File: src/rtl/led_event_driver.sv
// LED event driver: each clk-domain event pulse becomes an ON pulse plus a guaranteed OFF gap,
// with busy-time events queued in a saturating counter. Define LED_ACTIVE_LOW_EN for an active-low pin.
module led_event_driver #(
  parameter int ON_CYCLES  = 1000,
  parameter int OFF_CYCLES = 500,
  parameter int CNT_W      = 16,
  parameter int PEND_W     = 4
) (
  input  logic              clk,
  input  logic              rst,
  input  logic              evt_in,
  input  logic              clr_ovf,
  output logic              led_out,
  output logic              busy,
  output logic [PEND_W-1:0] pending,
  output logic              overflow
);

  typedef enum logic [1:0] {
    ST_IDLE = 2'd0,
    ST_ON   = 2'd1,
    ST_OFF  = 2'd2
  } state_t;

`ifdef LED_ACTIVE_LOW_EN
  localparam logic LIT = 1'b0;
`else
  localparam logic LIT = 1'b1;
`endif

  localparam logic [CNT_W-1:0]  ON_LOAD  = CNT_W'(ON_CYCLES - 1);
  localparam logic [CNT_W-1:0]  OFF_LOAD = CNT_W'(OFF_CYCLES - 1);
  localparam logic [PEND_W-1:0] PEND_MAX = '1;

  state_t            state, state_n;
  logic [CNT_W-1:0]  cnt, cnt_n;
  logic [PEND_W-1:0] pending_n;
  logic              overflow_n;
  logic              led_n;
  logic              busy_n;
  logic              last_off;
  logic              inc;
  logic              dec;

  // NOTE: every always_comb output gets a default first so no path can infer a latch.
  always_comb begin
    state_n    = state;
    cnt_n      = cnt;
    pending_n  = pending;
    overflow_n = overflow;

    last_off = (state == ST_OFF) && (cnt == '0);

    case (state)
      ST_IDLE: begin
        if (evt_in) begin
          state_n = ST_ON;
          cnt_n   = ON_LOAD;
        end
      end
      ST_ON: begin
        if (cnt == '0) begin
          state_n = ST_OFF;
          cnt_n   = OFF_LOAD;
        end else begin
          cnt_n = cnt - CNT_W'(1);
        end
      end
      ST_OFF: begin
        if (cnt == '0) begin
          if ((pending != '0) || evt_in) begin
            state_n = ST_ON;
            cnt_n   = ON_LOAD;
          end else begin
            state_n = ST_IDLE;
            cnt_n   = '0;
          end
        end else begin
          cnt_n = cnt - CNT_W'(1);
        end
      end
      default: begin
        state_n = ST_IDLE;
        cnt_n   = '0;
      end
    endcase

    // An event on the last OFF cycle with an empty queue starts the next pulse directly.
    inc = (state != ST_IDLE) && evt_in && !(last_off && (pending == '0));
    dec = last_off && (pending != '0);

    if (inc && !dec) begin
      if (pending == PEND_MAX) overflow_n = 1'b1;
      else                     pending_n  = pending + PEND_W'(1);
    end else if (dec && !inc) begin
      pending_n = pending - PEND_W'(1);
    end

    // A dropped event in the same cycle as a clear leaves the flag set.
    if (clr_ovf && !(inc && !dec && (pending == PEND_MAX))) overflow_n = 1'b0;

    // Pin and busy are derived from the next state so they toggle only on transitions.
    led_n  = (state_n == ST_ON) ? LIT : ~LIT;
    busy_n = (state_n != ST_IDLE);
  end

  // NOTE: sequential state uses non-blocking assignments so all registers update together.
  always_ff @(posedge clk or posedge rst) begin
    if (rst) begin
      state    <= ST_IDLE;
      cnt      <= '0;
      pending  <= '0;
      overflow <= 1'b0;
      led_out  <= ~LIT;
      busy     <= 1'b0;
    end else begin
      state    <= state_n;
      cnt      <= cnt_n;
      pending  <= pending_n;
      overflow <= overflow_n;
      led_out  <= led_n;
      busy     <= busy_n;
    end
  end

endmodule

File: config.mk
export PLATFORM = sky130hd
export DESIGN_NAME = led_event_driver
export DESIGN_NICKNAME = d
export VERILOG_FILES = /design/src/rtl/led_event_driver.sv
export SDC_FILE = /design/constraint.sdc
export NUM_CORES = 1
export LEC_CHECK = 0
export CAP_MARGIN = 20
export CORE_MARGIN = 4
export CORE_UTILIZATION = 56
export DETAILED_ROUTE_END_ITERATION = 6
export PLACE_DENSITY = 0.74
export SYNTH_ARGS = -nofsm -noshare
export SYNTH_HDL_FRONTEND = slang
export SYNTH_SLANG_ARGS = --single-unit
File: constraint.sdc
create_clock -name clk -period 3.75 [get_ports clk]
set_input_delay 0.75 -clock clk [delete_from_list [all_inputs] [get_ports clk]]
set_output_delay 0.75 -clock clk [all_outputs]
set_load 0.02 [all_outputs]
==> Yosys cells after proc, flatten, opt, wreduce, memory -nomap -nowiden <==
Index checks and enable logic that the tools add are counted.
{ "word_totals": {"regBits": 25, "word_cells": 57} }
{ "op_classes": {"n_addsub": 3, "eq_ne": 6, "mux": 17, "n_reduce_logical": 25} }
{ "ops": {"columns": ["cell", "n"], "rows": [
  ["16-bit two-way mux", 3],
  ["16-bit case mux with 3 select lines", 1],
  ["16-bit logical NOT", 1],
  ["16-bit by 1-bit subtractor with 16-bit output, second input constant", 1],
  ["4-bit two-way mux", 3],
  ["10-bit two-way mux", 1],
  ["2-bit nonzero test", 5],
  ["1-bit logical AND", 9],
  ["2-bit two-way mux", 3],
  ["2-bit case mux with 3 select lines", 1],
  ["1-bit two-way mux", 5],
  ["4-bit by 1-bit adder with 4-bit output, second input constant", 1],
  ["2-bit by 1-bit == test with 1-bit output, second input constant", 2],
  ["4-bit == test, second input constant", 1],
  ["1-bit logical NOT", 4],
  ["4-bit logical NOT", 1],
  ["2-bit inequality test, second input constant", 2],
  ["2-bit AND reduction", 2],
  ["4-bit nonzero test", 1],
  ["4-bit by 1-bit subtractor with 4-bit output, second input constant", 1],
  ["2-bit == test, second input constant", 1],
  ["2-bit logical NOT", 1],
  ["1-bit logical OR", 1]
]} }

==> Logic depth before layout (Yosys ltp) <==
{ "logic_depth": {"ltp_word": 11, "depth_mapped": 12, "ltp_nobuf": 12} }

==> Worst setup path after synthesis <==
Ideal clock, no wire load.
{ "synth_path": {"kind": "input to register", "startpoint": "in evt_in", "endpoint": "reg pending[3]", "setup_ns": 0.081, "t_arrival_ns": 2.608, "t_required_ns": 3.669, "path_slack_ns": 1.061, "cell_stages": 10, "cell_sequence": "clkbuf_1 inv_1 a311oi_2 inv_2 ha_1 a21o_1 a21oi_1 a41oi_1 a22oi_1 xnor2_1"} }
{ "synth_via": {"elab_chain_cells": 6, "elab_cells_between_ends": 9} }
{ "synth_rtl": {"columns": ["element", "line_no", "source"], "rows": [
  ["from (decl)", "11", "input logic evt_in,"],
  ["1-bit logical AND * (2 in series)", "89", "inc = (state != ST_IDLE) && evt_in && !(last_off && (pending == '0));"],
  ["1-bit logical NOT", "95", "end else if (dec && !inc) begin"],
  ["1-bit logical AND", "95", null],
  ["2-bit nonzero test (no line)", null, null],
  ["2-bit AND reduction (no line)", null, null],
  ["to (signal assigned)", "119", "pending <= pending_n;"],
  ["to (decl)", "15", "output logic [PEND_W-1:0] pending,"]
]} }
Every way passes the cells marked *; elsewhere a longest branch is shown, timed or not.
A chain may end at the register's enable or synchronous reset.

==> Worst setup path after layout <==
{ "layout_path": {"startpoint": "reg cnt[10]", "endpoint": "reg pending[3]"} }
{ "layout_via": {"elab_chain_cells": 9, "elab_cells_between_ends": 14} }
{ "layout_rtl": {"columns": ["element", "line_no", "source"], "rows": [
  ["from (decl)", "36", "logic [CNT_W-1:0] cnt, cnt_n;"],
  ["from (signal assigned)", "118", "cnt <= cnt_n;"],
  ["16-bit logical NOT *", "52", "last_off = (state == ST_OFF) && (cnt == '0);"],
  ["1-bit logical AND *", "52", null],
  ["1-bit logical AND", "89", null],
  ["1-bit logical NOT", "89", null],
  ["1-bit logical AND", "89", null],
  ["1-bit logical NOT", "95", null],
  ["1-bit logical AND", "95", null],
  ["2-bit nonzero test (no line)", null, null],
  ["2-bit AND reduction (no line)", null, null]
]} }
Marked as above.

==> impl_results.html <==
<table>
<tr><th>Metric</th><th>Value</th></tr>
<tr><th colspan="2">Run status</th></tr>
<tr><td>Status</td><td>finished clean</td></tr>
<tr><th colspan="2">Layout</th></tr>
<tr><td>Ratio of cells with drive above 1 in the final layout</td><td>0.09551</td></tr>
<tr><td>Area of combinational cells with multiple inputs</td><td>877.1 um2</td></tr>
<tr><td>Final non-filler cell total</td><td>about 210</td></tr>
<tr><td>FF/Latch Area</td><td>625.6 um2</td></tr>
<tr><td>Fill cells</td><td>213</td></tr>
<tr><td>ANT cells</td><td>0</td></tr>
<tr><td>Area added between synthesis and finish</td><td>8.571%</td></tr>
<tr><td>Most frequent cells in the layout</td><td>25 x sky130_fd_sc_hd__dfrtp_1, 13 x sky130_fd_sc_hd__a21oi_1, 12 x sky130_fd_sc_hd__nand2_1</td></tr>
<tr><td>Nets</td><td>about 190</td></tr>
<tr><td>Commonest non-fill, non-tap cell in the layout</td><td>sky130_fd_sc_hd__dfrtp_1</td></tr>
<tr><th colspan="2">Route</th></tr>
<tr><td>Remaining DRCs</td><td>0</td></tr>
<tr><td>Antenna viol nets, final</td><td>0</td></tr>
<tr><td>Average wire per cell in the routed design</td><td>17.86 um</td></tr>
<tr><td>DR iter-0 viols</td><td>122</td></tr>
<tr><td>Avg Vias per Cell</td><td>6.702</td></tr>
<tr><td>Overall via count from detail_route</td><td>1,394</td></tr>
<tr><td>Detailed Route WL</td><td>3715 um</td></tr>
<tr><td>Pre-antenna DRT Iters</td><td>7</td></tr>
<tr><th colspan="2">Power</th></tr>
<tr><td>Net Sw Frac</td><td>0.4011</td></tr>
<tr><td>Clock power frac</td><td>0.123</td></tr>
<tr><td>Switching power summed over all nets</td><td>slightly above 0.4 mW</td></tr>
<tr><td>Maximum vdd drop</td><td>0.4730 mV</td></tr>
<tr><td>Leakage</td><td>0.6676 nW</td></tr>
<tr><td>Total power consumption of the routed design</td><td>~1 mW</td></tr>
<tr><td>Sequential group share of total power</td><td>0.469</td></tr>
<tr><td>Ratio of total power to cell area</td><td>600.1 nW/um2</td></tr>
<tr><td>Logic pwr share</td><td>0.408</td></tr>
<tr><td>Power Internal</td><td>between 0.6 and 0.7 mW</td></tr>
<tr><th colspan="2">Floorplan</th></tr>
<tr><td>Vertical die dimension</td><td>approximately 61 um</td></tr>
<tr><td>Core area</td><td>2590 um2</td></tr>
<tr><td>Area of the die</td><td>3728 um2</td></tr>
<tr><td>Number of top-level pins</td><td>11</td></tr>
<tr><td>Die X-Extent</td><td>61.06 um</td></tr>
<tr><td>Placement row count</td><td>18</td></tr>
<tr><td>Starting Density</td><td>0.6087</td></tr>
<tr><th colspan="2">Timing</th></tr>
<tr><td>Final number of hold-violating endpoints</td><td>0</td></tr>
<tr><td>Actual slew at the worst max-slew pin</td><td>between 0.9 and 1 ns</td></tr>
<tr><td>Pins over their slew limit</td><td>0</td></tr>
<tr><td>Skew final</td><td>0.005770 ns</td></tr>
<tr><td>Accumulated negative setup slack</td><td>0 ns</td></tr>
<tr><td>Setup repair after global routing missed its margin</td><td>false</td></tr>
<tr><td>Achievable Freq</td><td>0.3357 GHz</td></tr>
<tr><td>Number of failing setup endpoints in the final timing report</td><td>0</td></tr>
<tr><td>Headroom to the max-slew limit</td><td>0.3558</td></tr>
<tr><td>Part of the cycle the worst path needs</td><td>0.7943</td></tr>
<tr><td>Post-route minimum period</td><td>2.979 ns</td></tr>
<tr><th colspan="2">Worst setup path</th></tr>
<tr><td>CP startpoint kind</td><td>register</td></tr>
<tr><td>Worst Path Required</td><td>4.01 ns</td></tr>
<tr><td>Category of the critical setup timing path</td><td>register to register</td></tr>
<tr><td>Critical path capture point type</td><td>register</td></tr>
<tr><td>Worst-path maximum fanout</td><td>7</td></tr>
<tr><td>Data arrival time at the worst-slack endpoint</td><td>roughly 3.2 ns</td></tr>
<tr><th colspan="2">GRT</th></tr>
<tr><td>Met1 Resource Use GR</td><td>0.2855</td></tr>
<tr><td>Gr usage total</td><td>0.2249</td></tr>
<tr><td>Routing usage on met2</td><td>0.3686</td></tr>
<tr><td>Overflow after GRT</td><td>0</td></tr>
<tr><td>Number of antenna violations at the first check in global routing</td><td>0</td></tr>
<tr><td>Most used routing layer</td><td>met2</td></tr>
<tr><td>Number of global-route vias before repair</td><td>1,358</td></tr>
<tr><td>GR met3 Demand/Resource</td><td>0.03564</td></tr>
<tr><td>First-pass GRT wire length</td><td>6244 um</td></tr>
<tr><td>Largest net degree at the start of global routing</td><td>26</td></tr>
<tr><th colspan="2">Placement</th></tr>
<tr><td>Count of input and output buffers</td><td>10</td></tr>
<tr><td>Half-perimeter wire length after placement</td><td>about 2600 um</td></tr>
<tr><td>Global placement routability congestion</td><td>0.8371</td></tr>
<tr><td>Total instance count after detailed placement</td><td>a little over 200</td></tr>
<tr><th colspan="2">CTS</th></tr>
<tr><td>Count of hold buffers inserted by post-cts repair</td><td>0</td></tr>
<tr><td>Number of clock sinks</td><td>25</td></tr>
<tr><td>TritonCTS clock tree</td><td>built</td></tr>
<tr><td>Maximum level of the CTS H-tree</td><td>1</td></tr>
<tr><td>Clock network latency to the later pin of the worst-skew pair</td><td>0.33 ns</td></tr>
<tr><td>Number of post-CTS setup repair buffers</td><td>0</td></tr>
<tr><td>Clock Tree Root</td><td>sky130_fd_sc_hd__clkbuf_4</td></tr>
<tr><td>CTS resizes</td><td>0</td></tr>
<tr><td>Clock transition at the registers of the reported paths</td><td>0.14 ns</td></tr>
<tr><td>Bufs on Longest Clock Path</td><td>2</td></tr>
<tr><td>TritonCTS buffer count</td><td>3</td></tr>
<tr><th colspan="2">Synthesis</th></tr>
<tr><td>Number of distinct standard cells referenced by the synthesized netlist</td><td>between 50 and 60</td></tr>
<tr><td>Cell area after synthesis</td><td>1577 um2</td></tr>
<tr><td>Share of the yosys chip area belonging to registers</td><td>0.3968</td></tr>
<tr><td>Share of flip-flops with an asynchronous set or reset after synthesis</td><td>1.000</td></tr>
<tr><td>Post-Synthesis Net Count</td><td>178</td></tr>
<tr><td>Post-synth EDFFs</td><td>0</td></tr>
<tr><td>Number of warnings reported in the yosys synthesis log</td><td>0</td></tr>
<tr><td>Mean instance size in the synthesized netlist</td><td>9.274 um2</td></tr>
<tr><td>Total of flip-flops plus latches after synthesis</td><td>25</td></tr>
<tr><td>Primary FF master, synth</td><td>sky130_fd_sc_hd__dfrtp_1</td></tr>
<tr><td>Number of instances in the synthesized netlist</td><td>170</td></tr>
<tr><th colspan="2">Run</th></tr>
<tr><td>Maxcap violations</td><td>0</td></tr>
<tr><th colspan="2">Hold path</th></tr>
<tr><td>Worst hold-check path type</td><td>register to register</td></tr>
</table>
==> synth_stat cells, types with 2 or more instances <==
master | count | area (um2)
sky130_fd_sc_hd__dfrtp_1 | 25 | 625.6
sky130_fd_sc_hd__mux2_4 | 2 | 30.03
sky130_fd_sc_hd__inv_1 | 9 | 33.78
sky130_fd_sc_hd__a221o_1 | 3 | 30.03
sky130_fd_sc_hd__clkbuf_1 | 4 | 15.01
sky130_fd_sc_hd__nand4_1 | 2 | 12.51
sky130_fd_sc_hd__nor2_1 | 10 | 37.54
sky130_fd_sc_hd__nand3_1 | 2 | 10.01
sky130_fd_sc_hd__nor3_1 | 10 | 50.05
sky130_fd_sc_hd__o21ai_0 | 4 | 20.02
sky130_fd_sc_hd__or3_1 | 7 | 43.79
sky130_fd_sc_hd__buf_2 | 2 | 10.01
sky130_fd_sc_hd__o22ai_1 | 4 | 25.02
sky130_fd_sc_hd__o21ai_1 | 11 | 55.05
sky130_fd_sc_hd__nor4_1 | 3 | 18.77
sky130_fd_sc_hd__xor2_1 | 3 | 26.28
sky130_fd_sc_hd__ha_1 | 3 | 37.54
sky130_fd_sc_hd__xnor2_1 | 3 | 26.28
sky130_fd_sc_hd__a22o_1 | 3 | 26.28
sky130_fd_sc_hd__nor2b_1 | 2 | 12.51
sky130_fd_sc_hd__nand2_1 | 12 | 45.04
sky130_fd_sc_hd__a21oi_1 | 13 | 65.06
sky130_fd_sc_hd__or4_1 | 3 | 22.52
sky130_fd_sc_hd__o31ai_1 | 2 | 15.01
==> registers in the layout, summed over array words and instances (netlist names) <==
| register | count |
|---|---|
| state | 2 |
| overflow | 1 |
| pending | 4 |
| busy | 1 |
| led_out | 1 |
| cnt | 16 |
==> critical path, cell delays in order (launching register included) <==
cell,delay [ns]
sky130_fd_sc_hd__dfrtp_1,0.45
sky130_fd_sc_hd__or3_1,0.47
sky130_fd_sc_hd__nor4_2,0.56
sky130_fd_sc_hd__a311oi_2,0.28
sky130_fd_sc_hd__inv_2,0.15
sky130_fd_sc_hd__ha_1,0.24
sky130_fd_sc_hd__a21o_1,0.17
sky130_fd_sc_hd__a21oi_1,0.18
sky130_fd_sc_hd__a41oi_1,0.06
sky130_fd_sc_hd__a22oi_1,0.19
sky130_fd_sc_hd__xnor2_1,0.15
==> power by group through the flow <==
stage | Sequential, mW | Clock [mW] | Combinational, mW
after floorplan | 0.487 | 0 | 0.285
after global placement | 0.478 | 0 | 0.401
after detailed placement | 0.482 | 0 | 0.417
after CTS | 0.477 | 0.131 | 0.422
after global routing | 0.497 | 0.142 | 0.469
final | 0.482 | 0.126 | 0.419
==> worst paths after layout <==
kind | from | end | slack (ns) | depth (start not counted)
min in group asynchronous | rst | cnt[4] | 0.93 | 2
hold / removal | overflow | overflow | 0.53 | 2
setup / recovery | cnt[10] | pending[3] | 0.77 | 10
max in group asynchronous | rst | cnt[9] | 2.24 | 2
setup reg to reg | cnt[10] | pending[3] | 0.77 | 10
hold reg to reg | overflow | overflow | 0.53 | 2
==> metal layers <==
layer | vias up | share of wire
met3 | 16 | 0.078
met2 | 62 | 0.47
li1 | 660 | -
met1 | 656 | 0.43
met4 | 0 | 0.028
met5 | - | 0
==> area by class of cell <==
type                       instances  share of cell area
sequential                        25              0.3655
timing repair buffer              11             0.06287
tap                               30             0.02193
multi-input combinational        128              0.5124
clock buffer                       4             0.01535
inverter                          10             0.02193
==> cells by family after synthesis <==
kind of cell             share of synthesized area
AND/OR/NAND/NOR                             0.2286
AO/OA/AOI/OAI                               0.2325
flip-flops                                  0.3968
buffers and inverters                      0.04682
XOR/XNOR                                   0.03334
adder cells (fa/ha/maj)                    0.04286
multiplexers                               0.01905
==> stage by stage <==
stage / worst slack (ns) / instance area [um2] / hold slack, ns / utilization
floorplan: 1.061 / 1577 / 0.4888 / -
global placement: 0.8485 / 1685 / 0.5156 / 0.6507
detailed placement: 0.7558 / 1685 / 0.5186 / 0.6507
CTS: 0.7770 / 1712 / 0.5384 / 0.6609
global route: 0.5134 / 1712 / 0.5924 / 0.6609
finish: 0.7715 / 1712 / 0.5335 / 0.6609
No activity file was read; power rests on OpenSTA's default activity.
